[config.mk]
export PLATFORM = sky130hd
export DESIGN_NAME = mc_decoder
export DESIGN_NICKNAME = d
export VERILOG_FILES = /design/src/rtl/mc_ctrl_pkg.sv /design/src/rtl/mc_main_fsm.sv /design/src/rtl/mc_decoder.sv
export SDC_FILE = /design/constraint.sdc
export NUM_CORES = 1
export LEC_CHECK = 0
export ABC_AREA = 1
export BUFFER_PORTS_ARGS = -buffer_cell sky130_fd_sc_hd__buf_4
export CAP_MARGIN = 10
export CORE_AREA = 2 2 39 41
export CTS_CLUSTER_DIAMETER = 50
export DETAILED_ROUTE_END_ITERATION = 8
export DIE_AREA = 0 0 41 43
export HOLD_SLACK_MARGIN = 0.1
export PLACE_DENSITY = 0.7
export SETUP_SLACK_MARGIN = 0.15
export SLEW_MARGIN = 20
export SYNTH_ARGS = -nofsm -noshare
export SYNTH_HDL_FRONTEND = slang
export SYNTH_SLANG_ARGS = --single-unit
[constraint.sdc]
create_clock -name clk -period 1.85 [get_ports clk]
set_input_delay 0.0925 -clock clk [delete_from_list [all_inputs] [get_ports clk]]
set_output_delay 0.0925 -clock clk [all_outputs]
set_load 0.005 [all_outputs]
[src/rtl/mc_ctrl_pkg.sv]
// Shared types and encodings for the multicycle ARM control decoder.
package mc_ctrl_pkg;

  typedef enum logic [3:0] {
    S_FETCH, S_DECODE, S_MEMADR, S_MEMRD, S_MEMWB, S_MEMWR,
    S_EXECUTER, S_EXECUTEI, S_ALUWB, S_BRANCH, S_UNKNOWN
  } state_t;

  localparam logic [1:0] OP_DP  = 2'b00;
  localparam logic [1:0] OP_MEM = 2'b01;
  localparam logic [1:0] OP_BR  = 2'b10;

  localparam logic [3:0] CMD_ADD = 4'b0100;
  localparam logic [3:0] CMD_SUB = 4'b0010;
  localparam logic [3:0] CMD_AND = 4'b0000;
  localparam logic [3:0] CMD_ORR = 4'b1100;

  localparam logic [1:0] ALU_ADD = 2'b00;
  localparam logic [1:0] ALU_SUB = 2'b01;
  localparam logic [1:0] ALU_AND = 2'b10;
  localparam logic [1:0] ALU_ORR = 2'b11;

  // Moore outputs of the main FSM, one bundle per state
  typedef struct packed {
    logic       next_pc;
    logic       reg_w;
    logic       mem_w;
    logic       ir_write;
    logic       adr_src;
    logic [1:0] result_src;
    logic       alu_src_a;
    logic [1:0] alu_src_b;
    logic       alu_op;
    logic       branch;
  } ctrl_t;

endpackage

[src/rtl/mc_main_fsm.sv]
// Multicycle main state machine: state register, next-state logic, Moore decode.
module mc_main_fsm
  import mc_ctrl_pkg::*;
(
  input  logic       clk,
  input  logic       reset,
  input  logic [1:0] op,
  input  logic       i_bit,
  input  logic       l_bit,
  output ctrl_t      ctrl
);

  state_t state, state_n;

  always_ff @(posedge clk) begin
    if (reset) state <= S_FETCH;
    else       state <= state_n;
  end

  always_comb begin
    state_n = S_FETCH;
    case (state)
      S_FETCH:  state_n = S_DECODE;
      S_DECODE: begin
        case (op)
          OP_MEM:  state_n = S_MEMADR;
          OP_DP:   state_n = i_bit ? S_EXECUTEI : S_EXECUTER;
          OP_BR:   state_n = S_BRANCH;
          default: state_n = S_UNKNOWN;
        endcase
      end
      S_MEMADR:               state_n = l_bit ? S_MEMRD : S_MEMWR;
      S_MEMRD:                state_n = S_MEMWB;
      S_EXECUTER, S_EXECUTEI: state_n = S_ALUWB;
      default:                state_n = S_FETCH;
    endcase
  end

  always_comb begin
    ctrl = '0;
    case (state)
      S_FETCH: begin
        ctrl.ir_write   = 1'b1;
        ctrl.alu_src_a  = 1'b1;
        ctrl.alu_src_b  = 2'b10;
        ctrl.result_src = 2'b10;
        ctrl.next_pc    = 1'b1;
      end
      S_DECODE: begin
        ctrl.alu_src_a  = 1'b1;
        ctrl.alu_src_b  = 2'b10;
        ctrl.result_src = 2'b10;
      end
      S_MEMADR:   ctrl.alu_src_b = 2'b01;
      S_MEMRD:    ctrl.adr_src   = 1'b1;
      S_MEMWB: begin
        ctrl.result_src = 2'b01;
        ctrl.reg_w      = 1'b1;
      end
      S_MEMWR: begin
        ctrl.adr_src = 1'b1;
        ctrl.mem_w   = 1'b1;
      end
      S_EXECUTER: ctrl.alu_op = 1'b1;
      S_EXECUTEI: begin
        ctrl.alu_src_b = 2'b01;
        ctrl.alu_op    = 1'b1;
      end
      S_ALUWB:    ctrl.reg_w = 1'b1;
      S_BRANCH: begin
        ctrl.alu_src_b  = 2'b01;
        ctrl.result_src = 2'b10;
        ctrl.branch     = 1'b1;
      end
      default: ctrl = '0;
    endcase
  end

endmodule

[src/rtl/mc_decoder.sv]
// Multicycle ARM control decoder: main FSM, ALU decoder and PC-write detection.
// Condition gating of FlagW/PCS/RegW/MemW happens in the stage downstream.
module mc_decoder
  import mc_ctrl_pkg::*;
#(
  parameter logic [3:0] PC_REG = 4'hF
) (
  input  logic       clk,
  input  logic       reset,
  input  logic [1:0] Op,
  input  logic [5:0] Funct,
  input  logic [3:0] Rd,
  output logic [1:0] FlagW,
  output logic       PCS,
  output logic       NextPC,
  output logic       RegW,
  output logic       MemW,
  output logic       IRWrite,
  output logic       AdrSrc,
  output logic [1:0] ResultSrc,
  output logic       ALUSrcA,
  output logic [1:0] ALUSrcB,
  output logic [1:0] ImmSrc,
  output logic [1:0] RegSrc,
  output logic [1:0] ALUControl
);

  ctrl_t ctrl;

  mc_main_fsm u_fsm (
    .clk   (clk),
    .reset (reset),
    .op    (Op),
    .i_bit (Funct[5]),
    .l_bit (Funct[0]),
    .ctrl  (ctrl)
  );

  assign NextPC    = ctrl.next_pc;
  assign RegW      = ctrl.reg_w;
  assign MemW      = ctrl.mem_w;
  assign IRWrite   = ctrl.ir_write;
  assign AdrSrc    = ctrl.adr_src;
  assign ResultSrc = ctrl.result_src;
  assign ALUSrcA   = ctrl.alu_src_a;
  assign ALUSrcB   = ctrl.alu_src_b;

  // Instruction-field decodes track Op directly, independent of FSM state
  assign ImmSrc = Op;
  assign RegSrc = {Op == OP_MEM, Op == OP_BR};

  always_comb begin
    ALUControl = ALU_ADD;
    FlagW      = 2'b00;
    if (ctrl.alu_op) begin
      case (Funct[4:1])
        CMD_ADD: begin ALUControl = ALU_ADD; FlagW = {2{Funct[0]}};    end
        CMD_SUB: begin ALUControl = ALU_SUB; FlagW = {2{Funct[0]}};    end
        CMD_AND: begin ALUControl = ALU_AND; FlagW = {Funct[0], 1'b0}; end
        CMD_ORR: begin ALUControl = ALU_ORR; FlagW = {Funct[0], 1'b0}; end
        default: begin ALUControl = ALU_ADD; FlagW = 2'b00;            end
      endcase
    end
  end

  assign PCS = ((Rd == PC_REG) && ctrl.reg_w) || ctrl.branch;

endmodule

==> results of run 1 <==
==> logic make-up (layout without fill, tap and decap cells) <==
logic type             after synthesis  count (layout)  synth area share [%]
AND/OR/NAND/NOR                     46              46                 49.09
flip-flops                           4               4                 19.51
AO/OA/AOI/OAI                       10              10                 13.11
buffers and inverters               15              46                 18.29
==> routing by layer <==
layer / vias up / global-route usage, % / wire (um)
met3: 2 / 4.712 / 101
met5: - / 0 / 0
met4: 0 / 6.000 / 11
met1: 227 / 16.08 / 460
met2: 25 / 20.94 / 527
li1: 296 / - / -
==> worst max-delay path, delay by kind of cell (launching register included) <==
| family | cells | cell delay, ps |
|---|---|---|
| and+or+nand+nor | 4 | 510 |
| DFF | 1 | 520 |
| buffers and inverters | 1 | 100 |
==> final timing paths <==
check	end	slack (ps)	depth (start not counted)
setup / recovery	FlagW[1]	400	5
hold / removal	u_fsm.state[0]	140	4
setup reg to reg	u_fsm.state[3]	890	2
hold reg to reg	u_fsm.state[1]	590	3
==> cells in the final DEF (no fill, tap or decap) <==
master and count:
dfxtp_1 4, a21oi_1 6, nor2_2 2, nor2_1 13, dlygate4sd3_1 1, nor2_4 1, a21oi_2 1, nand3_1 10
inv_1 10, nand2_1 19, buf_4 32, o21ai_0 3, nand3b_1 1, clkbuf_4 3
==> power breakdown <==
part	switching, mW	internal, mW
sequential	0.0115	0.0946
combinational	0.0760	0.0836
clock	0.0356	0.0726
==> cell type report <==
| cell class | instances | area share (%) |
|---|---|---|
| inverter | 10 | 5.639 |
| tap | 16 | 3.008 |
| sequential | 4 | 12.03 |
| multi-input combinational | 56 | 38.35 |
| clock buffer | 3 | 3.383 |
| timing repair buffer | 33 | 37.59 |
==> through the flow <==
| stage | instances | setup slack (ps) | util (%) | instance area (um^2) |
|---|---|---|---|---|
| after floorplan | 75 | 913.8 | - | 410.4 |
| after global placement | 118 | 696.3 | 45.75 | 633.1 |
| after detailed placement | 118 | 647.3 | 45.75 | 633.1 |
| after CTS | 122 | 392.1 | 48.10 | 665.6 |
| after global routing | 122 | 263.0 | 48.10 | 665.6 |
| final | 122 | 400.7 | 48.10 | 665.6 |
==> out/metrics.cfg, run 1 <==
[finish]
drive_above_1_share_pct = 36.79
num_antenna_cells = 0
largest_register_ff_count = 4
fillers = 152
finalNetCount = 122
layout.area.seq_um2 = 80.08
reg_top3 = u_fsm.state x4
regMostFlops = u_fsm.state
area_growth_pct = 62.19
multi_input_area_um2 = 255.2

[clocking]
htreeDepth = 1
post_cts_buffers = 0
post_cts_resized = 0
cts.path.max_buffers = 2
insertion_delay_ps = 240
clock-sinks = 4
holdBufCountCts = 1
cts_tree = yes
clk_pin_slew_ps = 40
cts_root_buffer = clkbuf_4
numCtsBuffers = 3

[synth]
async_flop_share_pct = 0
synth-edff-count = 0
syn_nets = 89
synth.distinct_cells = 12
yosysWarnings = 0
synth_ff_type = dfxtp_1
syn_area_per_cell_um2 = 5.472
netlist_area_um2 = 410.4
syn_inst = 75
synth_top_area_share_pct = 19.51
ys_top_cells_by_area = dfxtp_1 20%, nand2_1 17%, nand3_1 12%
yosysMostFrequentCell = nand2_1
yosysSeqAreaShare_pct = 19.51
yosys-top-cells-count = 19 x nand2_1, 13 x nor2_1, 10 x inv_1, 10 x nand3_1, 6 x a21oi_1
synth_largest_area_cell = dfxtp_1
ys_ff_latch = 4

[timing]
finClkSkew_ps = 2.681
post-route-period-util_pct = 78.34
tightest_slew_ps = 350.2
max_slew_margin_pct = 76.62
rsz0062_at_grt = false
fmax_ghz = 0.6900
final-hold-violation-count = 0
fin_setup_tns_ps = 0
period_needed_ps = 1449
setup_viol = 0
whs_ps = 140.1
slew_violations = 0

[power]
p_leak_nw = 0.3742
p_per_area_nw_per_um2 = 561.8
max-vdd-ir-drop_mv = 0.2955
p_total_mw = 0.3740

[detailed_routing]
wl_per_cell_um = 9.016
drtPass1Iterations = 4
drc_errors = 0
postRouteAntennaNets = 0
drt-vias-per-instance = 4.508
via_count = 550
wirelength_um = 1100
dr.first_iter.drc_count = 22

[grt]
grt_pass1_vias = 438
grt_pass1_wl_um = 1656
antenna_found_initial = 0
grt-ovfl-total = 0
grt_max_degree = 10
grt.total_usage_pct = 13.55

[worst_setup_path]
crit_type = reg -> out
cp-start-kind = flop
cp.required_ps = 1760
startpoint = u_fsm.state[1]
arrival_ps = 1360
crit_fanout = 9
slowest_stage = dfxtp_1
worstSetupEndpointType = primary output
max_stage_delay_ps = 520
worstPathCellList = nand3_1 -> nor2_1 -> nand2_1 -> nand2_1 -> buf_4
r2r-start = u_fsm.state[1]
crit_top_cell = nand2_1

[floorplanning]
coreArea_um2 = 1384
die_w_um = 41
ios = 33
start_util_pct = 29.66
row_count = 14
dieHeight_um = 43
die_area_um2 = 1763

[placed_design]
place_hpwl_um = 903.8
gp_congestion = 0.7914
numPortBuffers = 32

[job]
cap_violations = 0

[min_path]
min_from = Op[0]
min_path_type = in -> reg

[status]
status = finished, final reports clean

No activity file was read; power rests on OpenSTA's default activity.
==> inputs of run 2 (changes only) <==
- ABC_AREA: 1 -> 0
- PLACE_DENSITY: 0.7 -> 0.74
- clock period: 1.85 -> 1.4 ns (I/O delays scaled with it)
==> run 2 against run 1 <==
Hold slack got worse by 17 ps; clock-buffer cell count unchanged; register-to-register slack lost 550 ps; combinational power increased by 110%; routed wire length grew 31%; sequential power grew 43%; cell count shrank 4.1%; via count grew 6.5%; worst setup slack worse by 380 ps; area after synthesis up 13%; critical path type unchanged; critical endpoint is now PCS; largest power group unchanged.
==> out/metrics.cfg, run 2 <==
[status]
status = finished, final reports clean  ; unchanged

[finish]
fin_util_pct = 67.63  ; was 48.10%
num_antenna_cells = 0  ; unchanged
final_common_cell = buf_4  ; unchanged
regMostFlops = u_fsm.state  ; unchanged
area_growth_pct = 101.6  ; was 62.19%
mostFrequentLayoutCells = 41 x buf_4, 4 x nor2b_1, 4 x a21oi_1, 4 x buf_6, 4 x dfxtp_4  ; was 32 x buf_4, 19 x nand2_1, 13 x nor2_1, 10 x inv_1, 10 x nand3_1
fillers = 105  ; was 152
layout.area.seq_um2 = 95.09  ; was 80.08 um^2
drive_above_1_share_pct = 70.30  ; was 36.79%
final_area_um2 = 935.9  ; was 665.6 um^2
largest_register_ff_count = 4  ; unchanged
multi_input_area_um2 = 411.6  ; was 255.2 um^2
finalNetCount = 117  ; was 122
reg_top3 = u_fsm.state x4  ; unchanged

[clocking]
cts.path.max_buffers = 2  ; unchanged
clk_pin_slew_ps = 40  ; about the same
cts_tree = yes  ; unchanged
htreeDepth = 1  ; unchanged
numCtsBuffers = 3  ; unchanged
cts_root_buffer = clkbuf_4  ; unchanged
insertion_delay_ps = 230  ; was 240 ps
clock-sinks = 4  ; unchanged

[worst_setup_path]
r2r-start = u_fsm.state[2]  ; was u_fsm.state[1]
worstPathCellList = buf_6 -> nand2b_4 -> nor2b_4 -> a2111oi_4 -> buf_4  ; was nand3_1 -> nor2_1 -> nand2_1 -> nand2_1 -> buf_4
crit_cells = 5  ; unchanged
ff2ff_setup_slack_ps = 340  ; was 890 ps
cp.required_ps = 1330  ; was 1760 ps
max_stage_delay_ps = 340  ; was 520 ps
r2r-end = u_fsm.state[3]  ; unchanged
r2r_cells = 5  ; was 2
worstSetupEndpointType = primary output  ; unchanged
crit_fanout = 4  ; was 9
cp-start-kind = flop  ; unchanged
cp.buffers_inverters = 2  ; was 1
arrival_ps = 1310  ; was 1360 ps
slowest_stage = dfxtp_4  ; was dfxtp_1
crit_type = reg -> out  ; unchanged
crit_family = flip-flops  ; unchanged

[timing]
period_needed_ps = 1379
tightest_slew_ps = 301.8  ; was 350.2 ps
fmax_ghz = 0.7251
setup_viol = 0  ; unchanged
slew_violations = 0  ; unchanged
max_slew_margin_pct = 79.61  ; was 76.62%
post-route-period-util_pct = 98.51
rsz0062_at_grt = true  ; was false
finClkSkew_ps = 6.136  ; was 2.681 ps
final-hold-violation-count = 0  ; unchanged

[floorplanning]
ios = 33  ; unchanged
dieHeight_um = 43  ; unchanged
die_w_um = 41  ; unchanged
start_util_pct = 33.54  ; was 29.66%
row_count = 14  ; unchanged
die_area_um2 = 1763  ; unchanged
coreArea_um2 = 1384  ; unchanged

[detailed_routing]
drtPass1Iterations = 4  ; unchanged
postRouteAntennaNets = 0  ; unchanged
dr.first_iter.drc_count = 7  ; was 22
drc_errors = 0  ; unchanged
wl_per_cell_um = 12.32  ; was 9.016 um
wirelength_um = 1441  ; was 1100 um
drt-vias-per-instance = 5.009  ; was 4.508
via_count = 586  ; was 550

[synth]
yosys-top-cells-count = 5 x a21oi_1, 5 x buf_4, 5 x nor2b_1, 5 x nor3_1, 4 x dfxtp_1  ; was 19 x nand2_1, 13 x nor2_1, 10 x inv_1, 10 x nand3_1, 6 x a21oi_1
synth_ff_type = dfxtp_1  ; unchanged
synth-simple-area-share_pct = 45.82  ; was 49.09%
netlist_area_um2 = 464.2  ; was 410.4 um^2
syn_area_per_cell_um2 = 7.737  ; was 5.472 um^2
synth_top_family_by_area = simple AND/OR/NAND/NOR gates  ; unchanged
synth_xor_area_share_pct = 3.774  ; was 0%
synth_compound_area_share_pct = 18.60  ; was 13.11%
async_flop_share_pct = 0  ; unchanged
synth-edff-count = 0  ; unchanged
synthAdderAreaFrac_pct = 0  ; unchanged
muxShareOfSynthArea_pct = 0  ; unchanged
syn_nets = 74  ; was 89
synth_top_area_share_pct = 17.25  ; was 19.51%
ys_top_cells_by_area = dfxtp_1 17%, buf_4 8.1%, nor2b_1 6.7%  ; was dfxtp_1 20%, nand2_1 17%, nand3_1 12%
yosysWarnings = 0  ; unchanged
synth_largest_area_cell = dfxtp_1  ; unchanged
ys_ff_latch = 4  ; unchanged
syn_inst = 60  ; was 75
yosysSeqAreaShare_pct = 17.25  ; was 19.51%
synth.distinct_cells = 28  ; was 12

[grt]
grt_pass1_vias = 530  ; was 438
antenna_found_initial = 0  ; unchanged
grt.total_usage_pct = 16.95  ; was 13.55%
grt-ovfl-total = 0  ; unchanged
grt_max_degree = 12  ; was 10
grt_pass1_wl_um = 2076  ; was 1656 um

[min_path]
min_from = Funct[0]  ; was Op[0]
min_path_type = in -> reg  ; unchanged
hold-path-endpoint = u_fsm.state[1]  ; was u_fsm.state[0]
hold_depth = 3  ; was 4

[power]
max-vdd-ir-drop_mv = 0.6993  ; was 0.2955 mV
p_per_area_nw_per_um2 = 673.9  ; was 561.8 nW/um^2
p_leak_nw = 0.4082  ; was 0.3742 nW

[job]
cap_violations = 0  ; unchanged

[placed_design]
numPortBuffers = 32  ; unchanged
place_area_um2 = 698.2  ; was 633.1 um^2
place_hpwl_um = 946.3  ; was 903.8 um
gp_congestion = 0.7751  ; was 0.7914

[run 2: cell types whose count changed in the layout (fill, tap and decap cells not counted), sizes merged, moves of 3 or more]
cell / previous run / this run
nand2: 19 / 1
nor2: 16 / 3
nand3: 10 / 2
nor2b: 0 / 7
inv: 10 / 1
nor3: 0 / 5
buf: 32 / 46
nand2b: 0 / 3
[run 2: cell families after synthesis]
family	after synthesis
AOI/OAI and AO/OA	13
xor gates and xnor gates	2
buffers and inverters	10
DFF	4
and+or+nand+nor	31
[run 2: final cells by class]
class / instances / share of cell area [%]
timing repair buffer: 47 / 40.91
clock buffer: 3 / 2.406
tap: 16 / 2.139
multi-input combinational: 46 / 43.98
sequential: 4 / 10.16
inverter: 1 / 0.4011
[run 2: per-stage QoR]
stage / setup slack, ps / std cells / setup TNS [ps] / hold WS [ps] / power, mW
6_report: 20.87 / 117 / 0 / 123.0 / 0.6307
5_1_grt: -70.40 / 117 / -177.1 / 126.0 / 0.6807
4_1_cts: 27.86 / 111 / 0 / 115.7 / 0.5749
3_5_place_dp: 107.3 / 104 / 0 / 245.0 / 0.3916
3_3_place_gp: 129.0 / 104 / 0 / 244.6 / 0.3864
2_1_floorplan: 270.0 / 60 / 0 / 146.8 / 0.2801
[run 2: power by group]
part | internal (mW) | total [mW] | switching (mW)
Sequential | 0.126 | 0.152 | 0.0256
Clock | 0.0957 | 0.141 | 0.0451
Combinational | 0.203 | 0.338 | 0.135
Total | 0.425 | 0.631 | 0.206
[run 2: worst max path at each step]
stage                                to  slack (ps)           start
after floorplan                  NextPC         270  u_fsm.state[1]
after global placement              PCS         130  u_fsm.state[3]
after detailed placement            PCS         110  u_fsm.state[2]
after CTS                           PCS          30  u_fsm.state[2]
after global routing      ALUControl[1]         -70  u_fsm.state[2]
final                               PCS          20  u_fsm.state[2]
[run 2: timing repair]
| item | 4_1_cts | 5_1_grt |
|---|---|---|
| buffers inserted | 3 | 6 |
| setup endpoints to repair | 14 | 12 |
| pin swaps | 3 | 6 |
| hold buffers | 1 | 0 |
| gates resized for setup | 15 | 15 |
| hold endpoints to repair | 1 | 0 |
[run 2: worst register-to-register path, cell delays in order (launching register included)]
cell,delay [ps]
dfxtp_4,340
buf_4,130
buf_4,130
and2b_1,180
a22oi_1,60
nor3_1,140
[run 2: layer usage]
metal,up-vias,track usage [%],wire length (um)
li1,293,-,-
met1,272,18.91,517
met2,21,27.81,801
met3,0,9.424,123
met4,0,2.000,0
met5,-,0,0
